[src/rtl/iir_requant_stage_if.sv]
// Handshake and status bundle for the biquad requantization stage.
// The producer/consumer side uses the master modport, the stage itself uses slave.
interface iir_requant_stage_if #(
   parameter int WIDTH = 32
);
   logic signed [2*WIDTH+4:0] sum_in;
   logic                      in_valid;
   logic                      in_ready;
   logic signed [WIDTH-1:0]   y_out;
   logic                      out_valid;
   logic                      out_ready;
   logic signed [WIDTH-1:0]   y_d1;
   logic signed [WIDTH-1:0]   y_d2;
   logic                      sat_flag;
   logic [15:0]               sat_count;
   logic                      sat_clr;

   modport master (
      output sum_in, in_valid, out_ready, sat_clr,
      input  in_ready, y_out, out_valid, y_d1, y_d2, sat_flag, sat_count
   );

   modport slave (
      input  sum_in, in_valid, out_ready, sat_clr,
      output in_ready, y_out, out_valid, y_d1, y_d2, sat_flag, sat_count
   );
endinterface

[src/rtl/iir_requant_stage.sv]
// Requantization back end of a biquad: rounds the wide accumulator result
// down by FRAC bits, saturates to WIDTH bits, and keeps the y[n-1]/y[n-2]
// feedback taps plus saturation statistics. Two-stage valid/ready pipeline.
module iir_requant_stage #(
   parameter int WIDTH = 32,
   parameter int FRAC  = 30
) (
   input logic               clk,
   input logic               rst_n,
   iir_requant_stage_if.slave bus
);
   localparam int SW = 2*WIDTH + 5;
   localparam int RW = SW + 1;

   localparam logic signed [RW-1:0] HALF = RW'(1) << (FRAC-1);
   localparam logic signed [RW-1:0] MAXV = {{(RW-WIDTH+1){1'b0}}, {(WIDTH-1){1'b1}}};
   localparam logic signed [RW-1:0] MINV = {{(RW-WIDTH+1){1'b1}}, {(WIDTH-1){1'b0}}};

   logic                    s1_valid;
   logic signed [RW-1:0]    s1_r;
   logic signed [RW-1:0]    round_r;
   logic signed [WIDTH-1:0] clamp_y;
   logic                    clamp_sat;
   logic                    s2_sat;
   logic                    s1_load;
   logic                    s2_load;
   logic                    out_hs;

   assign s2_load      = s1_valid && (!bus.out_valid || bus.out_ready);
   assign bus.in_ready = !s1_valid || s2_load;
   assign s1_load      = bus.in_valid && bus.in_ready;
   assign out_hs       = bus.out_valid && bus.out_ready;

   // Round half toward +inf, one guard bit wide so the bias add cannot wrap
   always_comb begin
      round_r = '0;
      round_r = ($signed({bus.sum_in[SW-1], bus.sum_in}) + HALF) >>> FRAC;
   end

   // Clamp the rounded value into the WIDTH-bit signed range and note whether it moved
   always_comb begin
      clamp_y   = s1_r[WIDTH-1:0];
      clamp_sat = 1'b0;
      if (s1_r > MAXV) begin
         clamp_y   = {1'b0, {(WIDTH-1){1'b1}}};
         clamp_sat = 1'b1;
      end else if (s1_r < MINV) begin
         clamp_y   = {1'b1, {(WIDTH-1){1'b0}}};
         clamp_sat = 1'b1;
      end
   end

   // Stage 1 register: holds the rounded value until stage 2 can take it
   always_ff @(posedge clk or negedge rst_n) begin
      if (!rst_n) begin
         s1_valid <= 1'b0;
         s1_r     <= '0;
      end else if (s1_load) begin
         s1_valid <= 1'b1;
         s1_r     <= round_r;
      end else if (s2_load) begin
         s1_valid <= 1'b0;
      end
   end

   // Stage 2 register: saturated output, frozen while the consumer stalls
   always_ff @(posedge clk or negedge rst_n) begin
      if (!rst_n) begin
         bus.out_valid <= 1'b0;
         bus.y_out     <= '0;
         s2_sat        <= 1'b0;
      end else if (s2_load) begin
         bus.out_valid <= 1'b1;
         bus.y_out     <= clamp_y;
         s2_sat        <= clamp_sat;
      end else if (out_hs) begin
         bus.out_valid <= 1'b0;
      end
   end

   // Feedback taps advance only when the consumer actually takes a sample
   always_ff @(posedge clk or negedge rst_n) begin
      if (!rst_n) begin
         bus.y_d1 <= '0;
         bus.y_d2 <= '0;
      end else if (out_hs) begin
         bus.y_d1 <= bus.y_out;
         bus.y_d2 <= bus.y_d1;
      end
   end

   // Saturation statistics; a clear wins over a coincident saturated handshake
   always_ff @(posedge clk or negedge rst_n) begin
      if (!rst_n) begin
         bus.sat_flag  <= 1'b0;
         bus.sat_count <= '0;
      end else if (bus.sat_clr) begin
         bus.sat_flag  <= 1'b0;
         bus.sat_count <= '0;
      end else if (out_hs && s2_sat) begin
         bus.sat_flag <= 1'b1;
         if (bus.sat_count != 16'hFFFF) begin
            bus.sat_count <= bus.sat_count + 16'd1;
         end
      end
   end
endmodule

[src/flat_wrapper.sv]
// flat-port wrapper written by rule: the top's interface ports become plain ports
module iir_requant_stage_flat 
#(
   parameter int WIDTH = 32,
   parameter int FRAC  = 30
)
  (clk, rst_n, bus_sum_in, bus_in_valid, bus_out_ready, bus_sat_clr, bus_in_ready, bus_y_out, bus_out_valid, bus_y_d1, bus_y_d2, bus_sat_flag, bus_sat_count);
  iir_requant_stage_if #(.WIDTH(WIDTH)) bus_i ();
  input logic clk;
  input logic rst_n;
  input wire logic [$bits(bus_i.sum_in)-1:0] bus_sum_in;
  input wire logic [$bits(bus_i.in_valid)-1:0] bus_in_valid;
  input wire logic [$bits(bus_i.out_ready)-1:0] bus_out_ready;
  input wire logic [$bits(bus_i.sat_clr)-1:0] bus_sat_clr;
  output wire logic [$bits(bus_i.in_ready)-1:0] bus_in_ready;
  output wire logic [$bits(bus_i.y_out)-1:0] bus_y_out;
  output wire logic [$bits(bus_i.out_valid)-1:0] bus_out_valid;
  output wire logic [$bits(bus_i.y_d1)-1:0] bus_y_d1;
  output wire logic [$bits(bus_i.y_d2)-1:0] bus_y_d2;
  output wire logic [$bits(bus_i.sat_flag)-1:0] bus_sat_flag;
  output wire logic [$bits(bus_i.sat_count)-1:0] bus_sat_count;
  assign bus_i.sum_in = bus_sum_in;
  assign bus_i.in_valid = bus_in_valid;
  assign bus_i.out_ready = bus_out_ready;
  assign bus_i.sat_clr = bus_sat_clr;
  assign bus_in_ready = bus_i.in_ready;
  assign bus_y_out = bus_i.y_out;
  assign bus_out_valid = bus_i.out_valid;
  assign bus_y_d1 = bus_i.y_d1;
  assign bus_y_d2 = bus_i.y_d2;
  assign bus_sat_flag = bus_i.sat_flag;
  assign bus_sat_count = bus_i.sat_count;
  iir_requant_stage #(.WIDTH(WIDTH), .FRAC(FRAC)) u_core (.clk(clk), .rst_n(rst_n), .bus(bus_i));
endmodule
[config.mk]
export PLATFORM = sky130hd
export DESIGN_NAME = iir_requant_stage_flat
export DESIGN_NICKNAME = d
export VERILOG_FILES = /design/src/rtl/iir_requant_stage_if.sv /design/src/rtl/iir_requant_stage.sv /design/src/flat_wrapper.sv
export SDC_FILE = /design/constraint.sdc
export NUM_CORES = 1
export LEC_CHECK = 0
export ABC_AREA = 1
export BUFFER_PORTS_ARGS = -buffer_cell sky130_fd_sc_hd__clkbuf_2
export CELL_PAD_IN_SITES_DETAIL_PLACEMENT = 0
export CELL_PAD_IN_SITES_GLOBAL_PLACEMENT = 2
export CORE_ASPECT_RATIO = 1.5
export CORE_MARGIN = 10
export CORE_UTILIZATION = 29
export DETAILED_ROUTE_END_ITERATION = 12
export GPL_TIMING_DRIVEN = 0
export PLACE_DENSITY_LB_ADDON = 0.3
export SETUP_SLACK_MARGIN = 0.3
export SLEW_MARGIN = 20
export SYNTH_ARGS = -nofsm -noshare
export SYNTH_HDL_FRONTEND = slang
export SYNTH_SLANG_ARGS = --single-unit
[constraint.sdc]
create_clock -name clk -period 1.6 [get_ports clk]
set_input_delay 0.24 -clock clk [delete_from_list [all_inputs] [get_ports clk]]
set_output_delay 0.24 -clock clk [all_outputs]
set_load 0.05 [all_outputs]
# Yosys cells after proc, flatten, opt, wreduce, memory -nomap -nowiden
# Index checks and enable logic that the tools add are counted.
# word_totals
in_bits,74
out_inout_bits,115
reg_bits,156
word_cells,40
# op_classes
muxes,13
n_addsub,2
n_reduce_logical,13
eq_ne,1
order_cmp,2
# op_table
operator,count
"adder 69 x 31 -> 70 bit, second input constant",1
2-to-1 mux 32 bit,2
2-to-1 mux 16 bit,3
"greater-than comparator 40 x 32 -> 1 bit, second input constant",1
"less-than comparator 40 x 32 -> 1 bit, second input constant",1
"adder 16 x 1 -> 16 bit, second input constant",1
"!= test 16 bit, second input constant",1
2-to-1 mux 1 bit,8
nonzero test 2 bit,4
logical AND 1 bit,4
logical NOT 1 bit,2
logical OR 1 bit,2
AND reduction 2 bit,1

# Depth between registers and ports, before layout
# Gate-level depths: netlist of run 1.
# depth
word_depth,6
depth_mapped,10

# Worst setup path after synthesis of run 1
# OpenSTA, ideal clock, no wires.
# synth_timing
path_type,register to register
startpoint,register u_core.bus.out_valid
endpoint,register u_core.s1_valid
arrival_ns,2.014
period_less_slack_ns,2.157
n_path_buf,2
stages_incl_launch_ff,6
setup_ns,0.143
setup_slack_ns,-0.557
cell_sequence,dfrtp_1 nand3_1 nand2_1 buf_2 clkbuf_1 nand2_1
# synth_between
elab_chain_len,6
# synth_lines
element,line,text
start: declaration,iir_requant_stage_if.sv:25,"output in_ready, y_out, out_valid, y_d1, y_d2, sat_flag, sat_count"
start signal: assignment,iir_requant_stage.sv:69,bus.out_valid <= 1'b0;
start signal: assignment,iir_requant_stage.sv:73,bus.out_valid <= 1'b1;
start signal: assignment,iir_requant_stage.sv:77,bus.out_valid <= 1'b0;
logical NOT 1 bit (*),iir_requant_stage.sv:29,assign s2_load = s1_valid && (!bus.out_valid || bus.out_ready);
logical OR 1 bit (*),iir_requant_stage.sv:29,
logical AND 1 bit (*),iir_requant_stage.sv:29,
logical OR 1 bit (*),iir_requant_stage.sv:30,assign bus.in_ready = !s1_valid || s2_load;
net bus_in_ready,flat_wrapper.sv:15,output wire logic [$bits(bus_i.in_ready)-1:0] bus_in_ready;
logical AND 1 bit (*),iir_requant_stage.sv:31,assign s1_load = bus.in_valid && bus.in_ready;
2-to-1 mux 1 bit or nonzero test 2 bit (tied branches),--,
end signal: assignment,iir_requant_stage.sv:56,s1_valid <= 1'b0;
end signal: assignment,iir_requant_stage.sv:59,s1_valid <= 1'b1;
end signal: assignment,iir_requant_stage.sv:62,s1_valid <= 1'b0;
end: declaration,iir_requant_stage.sv:19,logic s1_valid;
# Mark *: on every way through the listed nets, which the timed path passes. The rest lies on a longest branch.
# A chain may end at the register's enable or synchronous reset.

# Worst setup path after layout of run 1
# layout_timing
startpoint,register u_core.bus.sat_count[3]
endpoint,register u_core.bus.sat_count[0]
# layout_between
elab_chain_len,3
# layout_lines
element,line,text
start: declaration,iir_requant_stage_if.sv:25,
start signal: assignment,iir_requant_stage.sv:103,bus.sat_count <= bus.sat_count + 16'd1;
!= test 16 bit,iir_requant_stage.sv:102,if (bus.sat_count != 16'hFFFF) begin
nonzero test 2 bit (no line),--,
AND reduction 2 bit (no line),--,
# No other way between the ends.

==> results_dict.tcl, run 1 <==
set metrics [dict create \
    synth-seq-cells 156 \
    syn_inst 836 \
    die_w_um 152 \
    cp.arrival_ns 1.83 \
    numCtsBuffers 17 \
    cp_common_cell "nand2_2" \
    vias_per_cell 4.58 \
    postRouteAntennaNets 0 \
    ys.flop_type "dfrtp_1" \
    combPwrFrac 0.532 \
    cp_slowest_cell "dfrtp_2" \
    routed_wl_mm 27.3 \
    powerDensity_nw_per_um2 1690 \
    min_path_type "input port to asynchronous set/reset pin" \
    power_frac_seq 0.292 \
    via_count 6788 \
    nets 1211 \
    report.final.slew_viol_count 0 \
    fillerInstances 2294 \
    design_area_sq_um 13100 \
    start_util 0.295 \
    grt_overflow 0 \
    crit_chain "nand2_4 > nor2_4 > nand2_2 > nor3_4 > nand2_2 > nand2_8 > buf_12 > o21ai_0" \
    wl_per_cell_um 18.5 \
    fp.dieArea_sq_um 33300 \
    crit_required_ns 1.91 \
    post_dp_cell_area_sq_um 9280 \
    r2r_cells 8 \
    ir_drop_v 0.000983 \
    cts.sink_count 156 \
    setup_viol 0 \
    hold_ws_ns -0.159 \
    htree_levels 4 \
    ys_types 36 \
    dr.pass1.iters 4 \
    layout_common_cells "164 x nand2_1, 126 x dfrtp_1, 95 x buf_4" \
    syn_nets 912 \
    rows 72 \
    antenna_cells 0 \
    cap_violations 0 \
    dpl.hpwl_mm 20.0 \
    cts_root_buffer "clkbuf_16" \
    post-route-period-util 0.955 \
    pwr-share-clk 0.176 \
    antenna_found_initial 0 \
    p_total_mw 22.1 \
    clk_path_buf_depth 2 \
    grt_pass1_vias 7129 \
    finClkSkew_ns 0.0116 \
    p_leak_nw 6.04 \
    drc_errors 0 \
    max_freq_ghz 0.654 \
    grt_max_degree 84 \
    seq_area_sq_um 3940 \
    area_delta_synth_final_pct 71.4 \
    gp_congestion 0.812 \
    avgSynthCellArea_sq_um 9.13 \
    violations "hold timing" \
    p_sw_mw 9.50 \
    hold_viol_final 73 \
    cts_tree "built" \
    max_slew.worst_pin.slew_ns 0.611 \
    layout_min_cycle_time_ns 1.53 \
    pin_count 189 \
    cellInternalPower_mw 12.6 \
    drt_iter0_markers 279 \
    max_stage_delay_ns 0.46 \
    clk_latency_ns 0.43 \
    criticalPathCategory "register to register" \
    cp-end-kind "register" \
    yosysSeqAreaShare 0.512 \
    layout_commonest_cell "nand2_1" \
    core_sq_um 25900 \
    ys_warn_count 0 \
    grt_pass1_wl_mm 41.8 \
    port_buffers 159 \
    multi_input_area_sq_um 4470 \
    track_usage 0.160 \
    die_y_um 219 \
    status "complete, but fails checks" \
    p_sw_frac 0.430 \
    path_max_fanout 10 \
    synth-edff-count 0 \
    cp-start-kind "register" \
    synth_area_sq_um 7630 \
    setup_tns_ns 0 \
    async_reset_ff_frac 1.00 \
    drive_gt1_frac 0.538 \
    rsz0062_at_grt "yes" \
    slew_headroom 0.592 \
    cts.clk_slew.worst_paths_ns 0.07 \
]
[critical path: cells and delay by family, from the launching register on]
kind,cells,cell delay [ns]
buffers and inverters,1,0.15
AND/OR/NAND/NOR,6,0.72
flip-flops,1,0.46
AO/OA/AOI/OAI,1,0.07
[area by class of cell]
cell class                      count  share of cell area
Clock buffer                       17              0.0325
Timing Repair Buffer              280               0.234
Sequential cell                   156               0.302
Multi-Input combinational cell    605               0.341
Buffer                             27              0.0325
Tap cell                          333              0.0319
Inverter                           48              0.0153
Clock inverter                     15              0.0109
[power groups by stage]
stage | logic, mW | clock network, mW | registers (mW)
6_report | 11.7 | 3.88 | 6.46
5_1_grt | 12.2 | 4.16 | 6.62
4_1_cts | 10.7 | 4.00 | 6.30
3_5_place_dp | 7.91 | 0 | 6.34
3_3_place_gp | 7.85 | 0 | 6.29
2_1_floorplan | 2.04 | 0 | 9.87
[final timing paths]
path                                          from                 endpoint  slack [ns]
max                        u_core.bus.sat_count[3]  u_core.bus.sat_count[0]        0.07
min                                          rst_n      u_core.bus.y_d1[14]       -0.16
max reg2reg                u_core.bus.sat_count[3]  u_core.bus.sat_count[0]        0.07
min reg2reg                         u_core.s1_r[0]           u_core.s1_r[0]        0.50
max in group asynchronous                    rst_n          u_core.s1_r[37]        0.88
min in group clk                    bus_sum_in[57]          u_core.s1_r[27]        0.10
[cell usage after synthesis (all sizes together) (3+ instances only)]
cell    count  share of area
o211ai      6         0.0059
nor2      106          0.064
a21oi      35          0.023
nand3      70          0.048
xor2       11          0.013
or2         3         0.0025
dfrtp     156           0.51
nor3        5         0.0048
inv        48          0.024
o21bai      5         0.0054
clkbuf      9         0.0044
xnor2      11          0.013
o21ai      36          0.029
a31oi       5         0.0041
nand4      14          0.011
nand2     227           0.12
mux2       64          0.094
buf        18          0.015
[logic make-up (layout without fill, tap and decap cells)]
kind of cell / count (synthesis) / count (layout) / share of synthesized area
compound gates: 88 / 88 / 0.0680
xor+xnor: 22 / 22 / 0.0252
mux: 64 / 64 / 0.0944
buf+inv: 75 / 387 / 0.0431
simple gates: 429 / 429 / 0.254
flops: 156 / 156 / 0.512
fa+ha+maj: 2 / 2 / 0.00328
[flip-flops by register name, summed over array words and instances (netlist names), 16 cells and up]
signal and count:
u_core.bus.y_d2 32, u_core.bus.y_d1 32, u_core.bus.y_out 32, u_core.s1_r 40, u_core.bus.sat_count 16
[routing by layer]
metal	up-vias	global-route usage	wire length, um	part of all wire
met3	41	0.0265	826	0.030
li1	3367	-	-	-
met1	3232	0.171	10500	0.39
met5	-	0	0	0
met2	148	0.303	15100	0.55
met4	0	0.0704	880	0.032
[what timing repair did]
item                                    CTS  global route
pin swaps                                12            18
resized for setup                       324           247
hold endpoints to repair                 73            73
setup buffers                            75            29
endpoints found under the setup margin  230           221
gates cloned                             11             5
[metrics by stage]
stage               cells  utilization  hold slack [ns]  setup slack, ns
detailed placement   1329        0.359            0.318           -0.181
floorplan             836            -          -0.0556          -0.0423
global route         1481        0.506           -0.128         -0.00692
finish               1481        0.506           -0.159           0.0719
global placement     1328        0.357            0.466            -3.24
CTS                  1447        0.464           -0.146           0.0687
Power figures use the tool's default switching activity.
==> run 2: changes to the inputs <==
--- a/config.mk
+++ b/config.mk
@@ -6,6 +6,7 @@
 export NUM_CORES = 1
 export LEC_CHECK = 0
 export ABC_AREA = 1
+export ABC_CLOCK_PERIOD_IN_PS = 1600
 export BUFFER_PORTS_ARGS = -buffer_cell sky130_fd_sc_hd__clkbuf_2
 export CELL_PAD_IN_SITES_DETAIL_PLACEMENT = 0
 export CELL_PAD_IN_SITES_GLOBAL_PLACEMENT = 2
@@ -14,7 +15,7 @@
 export CORE_UTILIZATION = 29
 export DETAILED_ROUTE_END_ITERATION = 12
 export GPL_TIMING_DRIVEN = 0
-export PLACE_DENSITY_LB_ADDON = 0.3
+export PLACE_DENSITY = 0.75
 export SETUP_SLACK_MARGIN = 0.3
 export SLEW_MARGIN = 20
 export SYNTH_ARGS = -nofsm -noshare
==> run 2 against run 1 <==
  * The flow still finishes with violations (hold timing)
  * Via count is 1.1% higher
  * Clock power is 8.0% higher
  * Sequential power is 0.9% lower
  * Combinational power hardly changed
  * Non-clock buffer count is 10 lower
  * Wire length is 4.1% higher
  * Final area is 0.34% lower
  * Total power hardly changed
  * Worst setup slack worse by 0.027 ns
  * Clock skew is 0.0050 ns lower
  * Sequential share of layout area is 0.075 points higher
  * Count of clock-buffer cells in the layout is 5 higher
  * Highest routed layer unchanged
==> results_dict.tcl, run 2 (synthesized netlist as in run 1, its figures left out) <==
set metrics [dict create \
    postRouteAntennaNets 0 \
    drc_errors 0 \
    layout_common_cells "158 x nand2_1, 129 x dfrtp_1, 88 x buf_4" \
    track_usage 0.163 \
    pin_count 189 \
    routed_wl_mm 28.4 \
    grt_max_degree 90 \
    cellInternalPower_mw 12.7 \
    p_sw_mw 9.41 \
    setup_viol 0 \
    die_y_um 219 \
    fin_cells 1472 \
    area_delta_synth_final_pct 70.8 \
    dpl.hpwl_mm 19.6 \
    post-route-period-util 0.972 \
    crit_required_ns 1.95 \
    wl_met2_mm 16.0 \
    min_path_type "input port to asynchronous set/reset pin" \
    met3WireLength_um 897 \
    cp_slowest_cell "dfrtp_2" \
    clk_latency_ns 0.42 \
    status "complete, but fails checks" \
    place_inst 1329 \
    p_leak_nw 6.05 \
    combPwrFrac 0.520 \
    grt_overflow 0 \
    power_frac_seq 0.290 \
    slew_headroom 0.624 \
    cp-end-kind "register" \
    die_w_um 152 \
    max_freq_ghz 0.643 \
    setup_tns_ns 0 \
    cap_violations 0 \
    cts.sink_count 156 \
    top_register "u_core.s1_r" \
    crit_chain "ha_4 > inv_4 > nor2_4 > nand2_2 > nor3_4 > nand2_2 > nand2_8 > clkbuf_16 > nand2_4 > o21ai_2" \
    gp_congestion 0.812 \
    max_stage_delay_ns 0.39 \
    fp.dieArea_sq_um 33300 \
    cts.clk_slew.worst_paths_ns 0.06 \
    layout_commonest_cell "nand2_1" \
    finClkSkew_ns 0.00666 \
    vias_per_cell 4.66 \
    ir_drop_v 0.00131 \
    grt_pass1_wl_mm 42.3 \
    wl_per_cell_um 19.3 \
    cts_root_buffer "clkbuf_16" \
    pwr-share-clk 0.190 \
    via_count 6861 \
    port_buffers 159 \
    htree_levels 4 \
    antenna_found_initial 0 \
    final_core_util 0.504 \
    powerDensity_nw_per_um2 1690 \
    violations "hold timing" \
    critical_path_buf_inv_count 2 \
    grt_pass1_vias 7216 \
    max_slew.worst_pin.slew_ns 0.564 \
    cp.arrival_ns 1.90 \
    top_layer "met4" \
    core_sq_um 25900 \
    cp_common_cell "nand2_2" \
    hold_ws_ns -0.169 \
    rows 72 \
    cpLargestDelayFamily "simple AND/OR/NAND/NOR gates" \
    cts_tree "built" \
    path_max_fanout 7 \
    largest_register_ffs 40 \
    start_util 0.295 \
    numCtsBuffers 17 \
    drive_gt1_frac 0.538 \
    drt_iter0_markers 223 \
    cp-start-kind "register" \
    hold_viol_final 67 \
    layout_min_cycle_time_ns 1.56 \
    antenna_cells 0 \
    report.final.slew_viol_count 0 \
    nets 1203 \
    wl_met1_mm 10.9 \
    criticalPathCategory "register to register" \
    clk_path_buf_depth 2 \
    p_sw_frac 0.427 \
    dr.pass1.iters 5 \
    rsz0062_at_grt "yes" \
]
-- run 2: cell count changes in the layout (fill, tap and decap cells not counted), moves of 6 or more --
cell,delta
nand2_4,+9
buf_4,-7
buf_8,-23
nor2_2,+6
nand2_1,-6
buf_6,+10
clkbuf_4,+11
-- run 2: path summary, 6_finish.rpt --
path / to / from / slack, ns / depth (start not counted)
worst max-delay path: u_core.bus.sat_count[1] / u_core.bus.sat_count[1] / 0.04 / 10
worst min-delay path: u_core.bus.y_d2[9] / rst_n / -0.17 / 1
worst max register to register: u_core.bus.sat_count[1] / u_core.bus.sat_count[1] / 0.04 / 10
worst min register to register: u_core.s1_r[2] / u_core.s1_r[2] / 0.51 / 2
max in group asynchronous: u_core.s1_r[37] / rst_n / 0.87 / 2
min in group clk: u_core.bus.sat_flag / bus_sat_clr / 0.12 / 2
-- run 2: layer usage --
layer / GRT usage / up-vias
li1: - / 3345
met1: 0.170 / 3328
met2: 0.321 / 154
met3: 0.0273 / 34
met4: 0.0513 / 0
met5: 0 / -
-- run 2: timing repair --
action	4_1_cts	5_1_grt
gates resized for setup	318	240
hold endpoints to repair	67	67
endpoints found under the setup margin	226	217
pin swaps	11	11
gates cloned	16	2
buffers inserted	68	26
-- run 2: layout make-up --
class                      instances  area, sq um
sequential                       156         3940
buffer                            27          430
clock buffer                      22          474
fill                            2333        12800
multi-input combinational        607         4570
timing repair buffer             270         2870
inverter                          48          200
clock inverter                     9          136
tap                              333          417
-- run 2: per-stage QoR --
stage                     hold slack [ns]  worst slack [ns]  instance area (sq um)  power, mW
after detailed placement            0.295            -0.206                   9280       14.2
after global placement              0.456             -3.21                   9240       14.1
final                              -0.169            0.0450                  13000       22.1
after global routing               -0.137          -0.00940                  13000       22.9
after floorplan                   -0.0556           -0.0423                   8030       11.9
after CTS                          -0.157            0.0475                  12000       21.0
-- run 2: power by group through the flow --
| stage | Combinational (mW) | Clock [mW] | Sequential (mW) |
|---|---|---|---|
| after floorplan | 2.04 | 0 | 9.87 |
| after global placement | 7.86 | 0 | 6.26 |
| after detailed placement | 7.92 | 0 | 6.30 |
| after CTS | 10.5 | 4.28 | 6.26 |
| after global routing | 11.9 | 4.45 | 6.55 |
| final | 11.5 | 4.19 | 6.40 |
